### src/rtl/ex_muldiv.sv
// Iterative radix-2 multiply/divide unit for SPECIAL MULT/MULTU/DIV/DIVU, writing HI/LO.
// Define MULDIV_FAST_MUL_EN to compute multiplies in a single combinational cycle.
module ex_muldiv #(
    parameter int DATA_WIDTH = 32
) (
    input  logic                  clk,
    input  logic                  rst,
    input  logic                  start,
    input  logic [5:0]            funct,
    input  logic [DATA_WIDTH-1:0] operand_1,
    input  logic [DATA_WIDTH-1:0] operand_2,
    input  logic                  flush,
    output logic                  busy,
    output logic                  done,
    output logic [DATA_WIDTH-1:0] hi,
    output logic [DATA_WIDTH-1:0] lo
);

    localparam int W     = DATA_WIDTH;
    localparam int CNT_W = (W > 1) ? $clog2(W) : 1;
    localparam logic [CNT_W-1:0] LAST_STEP = CNT_W'(W - 1);

    typedef enum logic [1:0] {
        S_IDLE,
        S_CALC,
        S_DONE
    } state_t;

    state_t           state, state_next;
    logic [CNT_W-1:0] counter;
    logic [2*W-1:0]   acc;        // multiply: {partial, multiplier}; divide: {rem, quot}
    logic [W-1:0]     opb;        // multiplicand or divisor magnitude
    logic [W-1:0]     op1_raw;
    logic             is_div;
    logic             neg_q;
    logic             neg_r;
    logic             div_zero;

    // Request decode: funct 0x18..0x1B, bit1 selects divide, bit0 selects unsigned.
    logic         legal, req_div, req_signed, op1_neg, op2_neg, accept, fast_mul;
    logic [W-1:0] abs1, abs2;

    assign legal      = (funct[5:2] == 4'b0110);
    assign req_div    = funct[1];
    assign req_signed = ~funct[0];
    assign op1_neg    = req_signed & operand_1[W-1];
    assign op2_neg    = req_signed & operand_2[W-1];
    assign abs1       = op1_neg ? -operand_1 : operand_1;
    assign abs2       = op2_neg ? -operand_2 : operand_2;
    assign accept     = start & legal & ~flush & ((state == S_IDLE) || (state == S_DONE));

`ifdef MULDIV_FAST_MUL_EN
    logic [2*W-1:0] fast_mag, fast_res;
    assign fast_mul = accept & ~req_div;
    assign fast_mag = {{W{1'b0}}, abs1} * {{W{1'b0}}, abs2};
    assign fast_res = (op1_neg ^ op2_neg) ? -fast_mag : fast_mag;
`else
    assign fast_mul = 1'b0;
`endif

    // One radix-2 step of either algorithm, computed from the current working registers.
    logic [W:0]     mul_sum, rem_sh, rem_new;
    logic           rem_ge;
    logic [2*W-1:0] acc_next, mul_prod;
    logic [W-1:0]   quot, rem, res_hi, res_lo;
    logic           last_step;

    assign mul_sum  = {1'b0, acc[2*W-1:W]} + (acc[0] ? {1'b0, opb} : {(W+1){1'b0}});
    assign rem_sh   = acc[2*W-1:W-1];
    assign rem_ge   = (rem_sh >= {1'b0, opb});
    assign rem_new  = rem_ge ? (rem_sh - {1'b0, opb}) : rem_sh;
    assign acc_next = is_div ? {rem_new[W-1:0], acc[W-2:0], rem_ge}
                             : {mul_sum, acc[W-1:1]};

    // Sign correction of the final step, registered into hi/lo on entry to DONE.
    assign mul_prod = neg_q ? -acc_next : acc_next;
    assign quot     = acc_next[W-1:0];
    assign rem      = acc_next[2*W-1:W];

    always_comb begin
        res_hi = mul_prod[2*W-1:W];
        res_lo = mul_prod[W-1:0];
        if (is_div) begin
            if (div_zero) begin
                res_hi = op1_raw;
                res_lo = {W{1'b1}};
            end else begin
                res_hi = neg_r ? -rem : rem;
                res_lo = neg_q ? -quot : quot;
            end
        end
    end

    assign last_step = (state == S_CALC) && (counter == LAST_STEP) && !flush;

    always_ff @(posedge clk or negedge rst) begin
        if (!rst) begin
            state <= S_IDLE;
        end else begin
            state <= state_next;
        end
    end

    // NOTE: every output of this block is assigned a default first so no latch is inferred.
    always_comb begin
        state_next = state;
        case (state)
            S_IDLE, S_DONE: begin
                if (accept) begin
                    state_next = fast_mul ? S_DONE : S_CALC;
                end else begin
                    state_next = S_IDLE;
                end
            end
            S_CALC: begin
                if (flush) begin
                    state_next = S_IDLE;
                end else if (counter == LAST_STEP) begin
                    state_next = S_DONE;
                end
            end
            default: state_next = S_IDLE;
        endcase
    end

    // NOTE: sequential state uses non-blocking assignments so all registers update together.
    always_ff @(posedge clk or negedge rst) begin
        if (!rst) begin
            counter  <= '0;
            acc      <= '0;
            opb      <= '0;
            op1_raw  <= '0;
            is_div   <= 1'b0;
            neg_q    <= 1'b0;
            neg_r    <= 1'b0;
            div_zero <= 1'b0;
        end else if (accept) begin
            counter  <= '0;
            acc      <= {{W{1'b0}}, (req_div ? abs1 : abs2)};
            opb      <= req_div ? abs2 : abs1;
            op1_raw  <= operand_1;
            is_div   <= req_div;
            neg_q    <= op1_neg ^ op2_neg;
            neg_r    <= op1_neg;
            div_zero <= (operand_2 == '0);
        end else if (state == S_CALC) begin
            counter <= counter + 1'b1;
            acc     <= acc_next;
        end
    end

    always_ff @(posedge clk or negedge rst) begin
        if (!rst) begin
            hi <= '0;
            lo <= '0;
        end else if (last_step) begin
            hi <= res_hi;
            lo <= res_lo;
        end
`ifdef MULDIV_FAST_MUL_EN
        else if (fast_mul) begin
            hi <= fast_res[2*W-1:W];
            lo <= fast_res[W-1:0];
        end
`endif
    end

    assign busy = (state == S_CALC);
    assign done = (state == S_DONE);

endmodule

### config.mk
export PLATFORM = sky130hd
export DESIGN_NAME = ex_muldiv
export DESIGN_NICKNAME = d
export VERILOG_FILES = /design/src/rtl/ex_muldiv.sv
export SDC_FILE = /design/constraint.sdc
export NUM_CORES = 1
export LEC_CHECK = 0
export BUFFER_PORTS_ARGS = -buffer_cell sky130_fd_sc_hd__buf_2
export CORE_MARGIN = 2
export CORE_UTILIZATION = 50
export DETAILED_ROUTE_END_ITERATION = 12
export HOLD_SLACK_MARGIN = 0.1
export PLACE_DENSITY_LB_ADDON = 0.25
export SYNTH_ARGS = -nofsm -noshare
export SYNTH_HDL_FRONTEND = slang
export SYNTH_SLANG_ARGS = --single-unit
### constraint.sdc
create_clock -name clk -period 6.7 [get_ports clk]
set_input_delay 0.67 -clock clk [delete_from_list [all_inputs] [get_ports clk]]
set_output_delay 0.67 -clock clk [all_outputs]
set_load 0.02 [all_outputs]
==> flow_metrics.env <==
export IMPL_p_leak_nw=8.670
export IMPL_vdd_drop_max_mv=0.2180
export IMPL_synth_fp_nets=2449
export IMPL_slew_violations=0
export IMPL_worst_setup_path_end_kind="flip-flop"
export IMPL_critPathArrivalTime_ns=6.16
export IMPL_min_period_over_period=0.8571
export IMPL_synth_edf_count=0
export IMPL_worstPathMaxFanout=16
export IMPL_clock_fmax_ghz=0.1741
export IMPL_critPathKind="reg2reg"
export IMPL_place_congestion=0.9990
export IMPL_clockBufferDepth=3
export IMPL_areaGrowthSynthToFinish_pct=10.89
export IMPL_status="finished clean"
export IMPL_yosysWarnings=0
export IMPL_drtPass1Iterations=6
export IMPL_antenna_found_initial=7
export IMPL_mostFrequentLayoutCell="nand2_1"
export IMPL_yosysUniqueCellTypes=100
export IMPL_reg2regPathDepth=21
export IMPL_rrSetupSlack_ns=0.96
export IMPL_ant_nets=0
export IMPL_grt_pass1_wl_mm=100.6
export IMPL_fin_ws_ns=0.9576
export IMPL_cap_violations=0
export IMPL_io_buffers=139
export IMPL_clk_latency_ns=0.57
export IMPL_fin_crit_ns=5.742
export IMPL_clockRootBuffer="clkbuf_16"
export IMPL_layout_drive_gt1_share=0.1165
export IMPL_htreeDepth=1
export IMPL_drc=0
export IMPL_powerDensity_nw_per_um2=491.7
export IMPL_die_x_um=192.2
export IMPL_hp_class="in2reg"
export IMPL_async_reset_ff_frac=1.000
export IMPL_required_ns=7.12
export IMPL_syn_inst=2303
export IMPL_hp_start="operand_1[29]"
export IMPL_worstMarginPinSlew_ns=1.137
export IMPL_synth_ff_type="dfrtp_1"
export IMPL_cts_sinks=203
export IMPL_dpl_worst_slack_ns=1.141
export IMPL_dieArea_sq_um=36940
export IMPL_ys_ff_latch=203
export IMPL_grt_usage=0.3541
export IMPL_finalWirelength_mm=65.64
export IMPL_fin_nets=2512
export IMPL_fin_skew_ns=0.02765
export IMPL_cts_buffers=26
export IMPL_slew_headroom=0.2419
export IMPL_holdPathStages=3
export IMPL_final_cell_mix="nand2_1, o21ai_0, dfrtp_1, a21oi_1, nor2_1"
export IMPL_start_kind="flip-flop"
export IMPL_ios=140
export IMPL_avgSynthCellArea_sq_um=7.690
export IMPL_avgRoutedWirePerCell_um=23.09
export IMPL_hold_path_endpoint="op1_raw[29]$_DFFE_PN0P_"
export IMPL_fp_dieH_um=192.2
export IMPL_setup_tns_ns=0
export IMPL_drt_iter0_drc=2002
export IMPL_final_hold_viol_count=0
export IMPL_clk_pin_slew_ns=0.06
export IMPL_grt_max_degree=153
export IMPL_routed_via_density=6.406
export IMPL_synth_area_sq_um=17710
export IMPL_r2r_start="acc[39]$_DFFE_PN0P_"
export IMPL_vias=18210
export IMPL_setup_viol=0
export IMPL_grt_pass1_vias=16860
export IMPL_start_util=0.5102
export IMPL_ys_seq_area_frac=0.2868
export IMPL_r2r_end="hi[30]$_DFFE_PN0P_"
export IMPL_core_sq_um=34710
export IMPL_cts_tree="done"
export IMPL_grt_ovfl_total=0
export IMPL_rsz0062_at_grt="no"
export IMPL_rows=68
export IMPL_dp_hpwl_mm=49.54
-- area by class of cell --
type / instances / area [sq um]
inverter: 74 / 277.8
multi-input combinational: 1887 / 11780
clock inverter: 16 / 234.0
antenna: 2 / 5.005
tap: 455 / 569.3
clock buffer: 32 / 703.2
sequential: 203 / 5084
timing repair buffer: 174 / 984.7
fill: 3281 / 15070
-- where the power goes --
part           leakage [nW]  switching, mW  internal (mW)  total, mW
logic                  5.61           4.02           2.21       6.23
clock network         0.448          0.602          0.941       1.54
registers              2.62          0.380           1.50       1.88
-- critical path: stages (launching register included) --
cell,delay [ns]
dfrtp_1,0.44
ha_1,0.40
a21oi_2,0.30
o21ai_1,0.16
a22o_4,0.27
o31a_2,0.54
nor2_4,0.16
a21oi_1,0.12
inv_1,0.17
ha_1,0.21
o211a_1,0.17
o21ai_0,0.16
nor2_1,0.14
nand2_1,0.21
or3_1,0.54
nor2_1,0.31
and2_1,0.30
nand4_1,0.21
o31ai_1,0.35
xor2_1,0.11
a222oi_1,0.24
a21oi_1,0.12
-- worst max-delay path by stage --
| stage | from | endpoint | slack [ns] | depth (start not counted) |
|---|---|---|---|---|
| floorplan | acc[41]$_DFFE_PN0P_ | hi[30]$_DFFE_PN0P_ | 2.06 | 23 |
| global placement | acc[39]$_DFFE_PN0P_ | hi[30]$_DFFE_PN0P_ | 1.25 | 21 |
| detailed placement | acc[39]$_DFFE_PN0P_ | hi[30]$_DFFE_PN0P_ | 1.14 | 21 |
| CTS | acc[39]$_DFFE_PN0P_ | hi[30]$_DFFE_PN0P_ | 1.12 | 21 |
| global route | acc[39]$_DFFE_PN0P_ | hi[30]$_DFFE_PN0P_ | 0.66 | 21 |
| finish | acc[39]$_DFFE_PN0P_ | hi[30]$_DFFE_PN0P_ | 0.96 | 21 |
-- synth_stat cells (53+ instances only) --
cell	count	area, sq um
nand3_1	69	345.3
clkbuf_1	95	356.6
a21oi_1	176	880.8
xor2_1	89	779.5
dfrtp_1	203	5080
nand2_1	355	1333
nor2_1	163	611.8
ha_1	70	875.8
nor3_1	54	270.3
xnor2_1	80	700.7
o211ai_1	53	397.9
inv_1	70	262.8
o21ai_0	227	1136
-- metrics by stage --
step / cells / area [sq um] / power [mW] / utilization / hold WS (ns)
floorplan: 2303 / 17710 / 6.007 / - / 0.3744
global placement: 2792 / 18690 / 7.868 / 0.5383 / 0.4532
detailed placement: 2792 / 18690 / 7.908 / 0.5383 / 0.4641
CTS: 2841 / 19630 / 9.488 / 0.5656 / 0.3217
global route: 2841 / 19630 / 10.22 / 0.5656 / 0.3465
finish: 2843 / 19640 / 9.656 / 0.5657 / 0.3368
-- logic make-up (layout without fill, tap and decap cells) --
| family | Yosys count | after routing | share of synthesized area |
|---|---|---|---|
| flip-flops | 203 | 203 | 0.2868 |
| AND/OR/NAND/NOR | 859 | 859 | 0.2297 |
| multiplexers | 55 | 55 | 0.03144 |
| AO/OA/AOI/OAI | 732 | 732 | 0.2678 |
| XOR/XNOR | 169 | 169 | 0.08358 |
| buffers and inverters | 213 | 296 | 0.04889 |
| other | 0 | 2 | 0 |
| adder cells (fa/ha/maj) | 72 | 72 | 0.05172 |
-- sequential cells by signal, summed over array words and instances, names as in the netlist --
signal    flops
op1_raw      32
lo           32
state         2
neg_r         1
hi           32
neg_q         1
opb          32
acc          64
div_zero      1
counter       5
is_div        1
-- layer usage --
| metal | vias to the layer above | wire [um] | global-route usage |
|---|---|---|---|
| met1 | 8720 | 28430 | 0.4943 |
| met4 | 6 | 2320 | 0.1245 |
| li1 | 8466 | - | - |
| met3 | 132 | 5961 | 0.06340 |
| met5 | - | 48 | 0 |
| met2 | 888 | 28880 | 0.5495 |
-- what timing repair did --
item | CTS | global route
buffers inserted | 0 | 0
hold buffers | 1 | 0
hold endpoints to repair | 47 | 0
gates resized for setup | 0 | 0
Note: power is estimated with default switching activity, not from simulation.
